===== src/rtl/sprite_layer.sv =====
// Single 16x16 sprite layer: fetches the next bitmap row during hblank, shifts it out on the visible line.
// Optional build macro SPRITE_MIRROR_EN adds flip_h to store fetched rows bit-reversed.
module sprite_layer (
  input  logic       clk,
  input  logic       reset,
  input  logic [8:0] hpos,
  input  logic [8:0] vpos,
  input  logic [8:0] sprite_x,
  input  logic [8:0] sprite_y,
  input  logic [2:0] sprite_color,
  input  logic [1:0] frame,
`ifdef SPRITE_MIRROR_EN
  input  logic       flip_h,
`endif
  output logic       rom_req,
  output logic [5:0] rom_addr,
  input  logic       rom_ack,
  input  logic [15:0] rom_data,
  output logic [2:0] color,
  output logic       fetch_miss
);

  localparam int unsigned H_VISIBLE = 256;
  localparam int unsigned V_TOTAL   = 262;
  localparam int unsigned ROW_W     = 16;
  localparam int unsigned CNT_W     = 4;

  typedef enum logic [1:0] {IDLE, FETCH, READY} state_t;

  state_t            state, state_nxt;
  logic [ROW_W-1:0]  fetch_buf, fetch_buf_nxt;
  logic [ROW_W-1:0]  active, active_nxt;
  logic [CNT_W-1:0]  run_left, run_left_nxt;
  logic              req_nxt;
  logic [5:0]        addr_nxt;
  logic              miss_nxt;
  logic [2:0]        color_nxt;
  logic              load_act;
  logic [ROW_W-1:0]  load_val;
  logic [ROW_W-1:0]  shift_src;
  logic [ROW_W-1:0]  captured;
  logic [8:0]        next_line;
  logic [8:0]        row;
  logic              on_line;
  logic              visible;
  logic              run_start;
  logic              run_on;

  // Row lookup for the line after the current one
  always_comb begin
    next_line = (vpos == 9'(V_TOTAL - 1)) ? 9'd0 : vpos + 9'd1;
    row       = next_line - sprite_y;
    on_line   = row < 9'(ROW_W);
  end

`ifdef SPRITE_MIRROR_EN
  always_comb begin
    for (int i = 0; i < int'(ROW_W); i++) begin
      captured[i] = flip_h ? rom_data[int'(ROW_W) - 1 - i] : rom_data[i];
    end
  end
`else
  assign captured = rom_data;
`endif

  always_ff @(posedge clk) begin
    if (reset) state <= IDLE;
    else       state <= state_nxt;
  end

  // Fetch sequencing; an abort also forces an empty active row for the coming line
  always_comb begin
    state_nxt     = state;
    req_nxt       = rom_req;
    addr_nxt      = rom_addr;
    fetch_buf_nxt = fetch_buf;
    miss_nxt      = 1'b0;
    load_act      = 1'b0;
    load_val      = fetch_buf;
    case (state)
      IDLE: begin
        if (hpos == 9'(H_VISIBLE)) begin
          if (on_line) begin
            addr_nxt  = {frame, row[3:0]};
            req_nxt   = 1'b1;
            state_nxt = FETCH;
          end else begin
            fetch_buf_nxt = '0;
            state_nxt     = READY;
          end
        end
      end
      FETCH: begin
        if (hpos == 9'd0) begin
          req_nxt       = 1'b0;
          fetch_buf_nxt = '0;
          miss_nxt      = 1'b1;
          load_act      = 1'b1;
          load_val      = '0;
          state_nxt     = IDLE;
        end else if (rom_ack) begin
          fetch_buf_nxt = captured;
          req_nxt       = 1'b0;
          state_nxt     = READY;
        end
      end
      READY: begin
        if (hpos == 9'd0) begin
          load_act  = 1'b1;
          load_val  = fetch_buf;
          state_nxt = IDLE;
        end
      end
      default: state_nxt = IDLE;
    endcase
  end

  // Pixel shifter; a row loaded at hpos 0 is usable by a run starting at hpos 0
  always_comb begin
    visible      = hpos < 9'(H_VISIBLE);
    shift_src    = load_act ? load_val : active;
    run_start    = visible && (hpos == sprite_x);
    run_on       = run_start || (visible && (run_left != '0));
    color_nxt    = (run_on && shift_src[ROW_W-1]) ? sprite_color : 3'd0;
    active_nxt   = run_on ? {shift_src[ROW_W-2:0], 1'b0} : shift_src;
    run_left_nxt = '0;
    if (run_start)   run_left_nxt = CNT_W'(ROW_W - 1);
    else if (run_on) run_left_nxt = run_left - CNT_W'(1);
  end

  always_ff @(posedge clk) begin
    if (reset) begin
      rom_req    <= 1'b0;
      rom_addr   <= '0;
      fetch_buf  <= '0;
      active     <= '0;
      run_left   <= '0;
      color      <= '0;
      fetch_miss <= 1'b0;
    end else begin
      rom_req    <= req_nxt;
      rom_addr   <= addr_nxt;
      fetch_buf  <= fetch_buf_nxt;
      active     <= active_nxt;
      run_left   <= run_left_nxt;
      color      <= color_nxt;
      fetch_miss <= miss_nxt;
    end
  end

endmodule


===== config.mk =====
export PLATFORM = sky130hd
export DESIGN_NAME = sprite_layer
export DESIGN_NICKNAME = d
export VERILOG_FILES = /design/src/rtl/sprite_layer.sv
export SDC_FILE = /design/constraint.sdc
export NUM_CORES = 1
export LEC_CHECK = 0
export CELL_PAD_IN_SITES_DETAIL_PLACEMENT = 0
export CELL_PAD_IN_SITES_GLOBAL_PLACEMENT = 1
export CORE_ASPECT_RATIO = 1.4
export CORE_MARGIN = 1
export CORE_UTILIZATION = 29
export DETAILED_ROUTE_END_ITERATION = 10
export PLACE_DENSITY = 0.7
export SLEW_MARGIN = 20
export SYNTH_ARGS = -nofsm -noshare
export SYNTH_HDL_FRONTEND = slang
export SYNTH_SLANG_ARGS = --single-unit

===== constraint.sdc =====
create_clock -name clk -period 4.46 [get_ports clk]
set_input_delay 0.892 -clock clk [delete_from_list [all_inputs] [get_ports clk]]
set_output_delay 0.892 -clock clk [all_outputs]
set_load 0.02 [all_outputs]

**Yosys cells after proc, flatten, opt, wreduce, memory -nomap -nowiden**

Index checks and enable logic that the tools add are counted.
W data, S select, Z words.

- Bits in registers: 49
- Input port bits: 60

- $add $sub $neg: 3
- $lt $le $gt $ge: 2
- Equal/unequal tests: 10
- Multiplexer cells: 25
- Bitwise gates (word level): 2
- Reduce and logical (&&, ||, !) cells: 16

Operators with widths:

| kind | count |
|---|---|
| $mux W16 | 8 |
| $pmux W16 S2 | 1 |
| $eq A9 B9 Y1 const B | 2 |
| $mux W2 | 5 |
| $add A9 B1 Y9 const B | 1 |
| $eq A9 B9 Y1 | 1 |
| $logic_not A9 Y1 | 1 |
| $lt A9 B5 Y1 const B | 1 |
| $lt A9 B9 Y1 const B | 1 |
| $mux W9 | 1 |
| $sub A9 B9 Y9 | 1 |
| $mux W4 | 2 |
| $ne A2 B2 Y1 const B | 4 |
| $reduce_and A4 Y1 | 2 |
| $reduce_or A2 Y1 | 4 |
| $mux W1 | 6 |
| $pmux W2 S3 | 1 |
| $reduce_and A3 Y1 | 2 |
| $reduce_bool A4 Y1 | 1 |
| $sub A4 B1 Y4 const B | 1 |
| $logic_and A1 B1 Y1 | 3 |
| $ne A3 B3 Y1 const B | 1 |
| $eq A2 B1 Y1 const B | 1 |
| $eq A2 B2 Y1 const B | 1 |
| 5 further kinds | 6 |

**Longest topological paths before layout**

- Depth after elaboration: 7
- Gate-level depth with buffers: 15
- Mapped depth without buffers: 14

**Worst setup path before layout**

Ideal clock, no wire load.

- Path kind: input -> register
- From: in vpos[3]
- To: reg fetch_buf[0]
- Arrival time: 3988 ps
- Required time: 4343 ps
- Slack: 355 ps
- Stages: 13
- Path buffers: 1
- Cell sequence: or4b_4 -> nor4_4 -> or2_2 -> ha_1 -> fa_1 -> nor2b_1 -> o2111a_1 -> o31a_1 -> o21a_1 -> o211ai_1 -> o41ai_4 -> buf_6 -> a22o_1

- Longest elaborated chain between the ends: 6

RTL lines:

| element | line | source |
|---|---|---|
| start: declaration | 7 | `input logic [8:0] vpos,` |
| $add A9 B1 Y9 or $eq A9 B9 Y1 (tied branches) | 51 | `next_line = (vpos == 9'(V_TOTAL - 1)) ? 9'd0 : vpos + 9'd1;` |
| $mux W9 * | 51 |  |
| $sub A9 B9 Y9 * | 52 | `row = next_line - sprite_y;` |
| $lt A9 B5 Y1 * | 53 | `on_line = row < 9'(ROW_W);` |
| $ne A2 B2 Y1 (no source line) * | -- |  |
| $reduce_and A4 Y1 (no source line) * | -- |  |
| end signal: assignment | 143 | `fetch_buf <= fetch_buf_nxt;` |
| end: declaration | 31 | `logic [ROW_W-1:0] fetch_buf, fetch_buf_nxt;` |

Every way passes the cells marked *; elsewhere a longest branch is shown, timed or not.
A chain may end at the register's enable or synchronous reset.

**Final worst setup path**

- From: in vpos[3]
- To: reg fetch_buf[12]

The elaborated chain is that of the path after synthesis.

==> impl_metrics.py <==
metrics = {
    "status": {
        "status": "finished, final reports clean",
    },
    "cts": {
        "cts_buffer_depth": 2,
        "cts_hold_buf": 0,
        "root_buffer": "clkbuf_16",
        "clock-sinks": 49,
        "insertion_delay_ps": 290,
        "cts_tree": "built",
        "clk_pin_slew_ps": 70,
        "htree_levels": 2,
        "cts-buffers-inserted": 5,
    },
    "synthesis": {
        "yosys.area.top_type_share": 0.3358,
        "synth_nets": 401,
        "synth_area_per_cell_um2": 8.962,
        "async_reset_ff_frac": 0,
        "synth_area_leaders": "dfxtp_1, a211oi_1, ha_1",
        "ys_warn_count": 0,
        "synth_common_cells": "dfxtp_1, a21oi_1, a211oi_1, inv_1, nor3b_1",
        "synth-seq-area-share": 0.3358,
        "synth_area_um2": 2922,
        "syn_inst": 326,
        "synth_edf_count": 0,
        "ys.flop_type": "dfxtp_1",
        "ys_types": 53,
        "yosysMostFrequentCell": "dfxtp_1",
        "synth_top_area_cell": "dfxtp_1",
        "ys_ff_latch": 49,
    },
    "drt": {
        "avgViaCountPerCell": 4.975,
        "drc": 0,
        "wl_per_cell_um": 13.62,
        "drt_first_pass_iters": 5,
        "ant_nets": 0,
        "drt_iter0_drc": 106,
        "drt_wl_total_um": 7520,
        "vias": 2746,
    },
    "worst_setup_path": {
        "crit_buf_inv": 4,
        "path_cells": "clkdlybuf4s50_1 -> or4b_4 -> nor4_4 -> or2_2 -> inv_1 -> ha_1 -> nor2b_1 -> o31ai_2 -> a21oi_1 -> buf_4 -> o31a_1 -> a211oi_1 -> a31oi_2 -> buf_12 -> a22o_1",
        "cp_max_fo": 16,
        "critical_path_class": "input port to flop",
        "crit_path_start_kind": "input port",
        "endpoint_kind": "flop",
        "arrival_ps": 4410,
        "r2r_slack_ps": 1890,
        "slowest_stage": "or4b_4",
        "crit_path_max_incr_delay_ps": 560,
        "cp.required_ps": 4640,
        "cpLargestDelayFamily": "compound AO/OA/AOI/OAI gates",
    },
    "timing": {
        "slew_viol_final": 0,
        "setup_viol": 0,
        "clock.fmax_mhz": 236.9,
        "rsz0062_at_grt": "false",
        "fin_crit_sh": 0.9466,
        "setup_slack_ps": 238.2,
        "skew_ps": 6.293,
        "max_slew_margin": 0.4325,
        "hold_viol": 0,
        "min_period_ps": 4222,
        "worst_slew_pin_slew_ps": 851.3,
    },
    "floorplanning": {
        "num_rows": 43,
        "die_h_um": 120.8,
        "pin_count": 71,
        "dieArea_um2": 10490,
        "start_util": 0.2967,
        "core_um2": 9846,
        "die_w_um": 86.83,
    },
    "layout": {
        "area_growth_syn_to_layout_pct": 41.54,
        "design_area_um2": 4135,
        "regArea_um2": 980.9,
        "num_antenna_cells": 0,
        "multi_input_area_um2": 1836,
        "nNetsFinal": 491,
        "nFillCells": 985,
        "drive_gt1_frac": 0.1439,
    },
    "global_routing": {
        "grt-ovfl-total": 0,
        "grt_max_degree": 47,
        "antenna_found_initial": 0,
        "grt_pass1_vias": 2792,
        "grt_pass1_wl_um": 12640,
        "grt_usage": 0.1511,
    },
    "power": {
        "powerDensity_nw_per_um2": 285.0,
        "cell_internal_pwr_mw": 0.8425,
        "p_total_mw": 1.179,
        "p_sw_mw": 0.3361,
        "ir_worst_vdd_v": 0.0001579,
        "pwr-share-clk": 0.320,
        "p_leak_nw": 1.475,
        "swShare": 0.2851,
        "seqPwrFrac": 0.402,
        "comb_power_share": 0.277,
    },
    "placement": {
        "preCtsSetupSlack_ps": -188.1,
        "port_buffers": 70,
        "gp_congestion": 0.7482,
        "hpwl_um": 5739,
        "place_area_um2": 3961,
    },
    "min_path": {
        "min_path_type": "flop to flop",
    },
    "run": {
        "cap_viol_max_count": 0,
    },
}
kinds of logic after synthesis:
| logic type | after synthesis | share of synthesized area |
|---|---|---|
| buf+inv | 33 | 0.04882 |
| flops | 49 | 0.3358 |
| fa+ha+maj | 15 | 0.06681 |
| xor+xnor | 20 | 0.06253 |
| compound gates | 116 | 0.2912 |
| simple gates | 91 | 0.1876 |
| mux | 2 | 0.007280 |
path summary, 6_finish.rpt:
kind                    to  cells after the start   startpoint
max reg2reg        rom_req                      8     state[1]
max          fetch_buf[12]                     15      vpos[3]
min            run_left[0]                      1  run_left[0]
min reg2reg    run_left[0]                      1  run_left[0]
metrics by stage:
step	TNS (ps)	hold WS, ps	std cells	util
after global placement	-681.8	446.6	544	0.4023
after global routing	0	489.4	552	0.4200
final	0	458.3	552	0.4200
after floorplan	0	429.3	326	-
after detailed placement	-2484	450.6	544	0.4023
after CTS	0	458.2	552	0.4168
cell usage in the layout, fill, tap and decap left out, types with 2 or more instances in the layout:
| master | count |
|---|---|
| or3_1 | 2 |
| nand4_1 | 5 |
| or4_1 | 3 |
| dfxtp_1 | 49 |
| o21a_1 | 2 |
| nand3_1 | 5 |
| nor3_1 | 6 |
| nand2_1 | 11 |
| ha_1 | 14 |
| xnor2_1 | 9 |
| a211oi_1 | 32 |
| buf_12 | 2 |
| o21ai_0 | 5 |
| o22ai_1 | 2 |
| xor2_1 | 10 |
| nor2_1 | 13 |
| clkbuf_16 | 5 |
| nor4_1 | 5 |
| buf_4 | 27 |
| nor3b_1 | 17 |
| a21oi_1 | 32 |
| inv_1 | 17 |
| or2_2 | 6 |
| o31ai_2 | 2 |
| and2_1 | 3 |
| o31ai_1 | 7 |
| a22o_1 | 16 |
| a31oi_2 | 2 |
| nor2b_1 | 7 |
| clkdlybuf4s50_1 | 70 |
| o31a_1 | 2 |
per-layer routing:
layer	global-route usage	vias up	share of wire
li1	-	1418	-
met1	0.1654	1253	0.41
met2	0.2933	67	0.54
met3	0.01980	8	0.038
met4	0.04479	0	0.014
met5	0	-	0
registers in the layout (all words and copies together), names as in the netlist:
| name | flops |
|---|---|
| color | 3 |
| rom_addr | 6 |
| state | 2 |
| run_left | 4 |
| fetch_miss | 1 |
| rom_req | 1 |
| active | 16 |
| fetch_buf | 16 |
what timing repair did:
action | 4_1_cts | 5_1_grt
buffers inserted | 0 | 0
setup endpoints to repair | 0 | 20
gates resized for setup | 0 | 7
layout make-up:
class | count | share of cell area
Clock inverter | 2 | 0.003328
Tap cell | 135 | 0.04085
Inverter | 17 | 0.01543
Timing Repair Buffer | 99 | 0.2281
Clock buffer | 6 | 0.03116
Sequential cell | 49 | 0.2372
Multi-Input combinational cell | 244 | 0.4439
power by group through the flow:
stage                     Combinational, mW  Sequential (mW)  Clock, mW
after CTS                             0.324            0.474      0.383
after global placement                0.318            0.483          0
after global routing                  0.362            0.477      0.398
final                                 0.327            0.474      0.377
after detailed placement              0.321            0.483          0
after floorplan                       0.187            0.481          0
(Power assumes the default switching activity.)
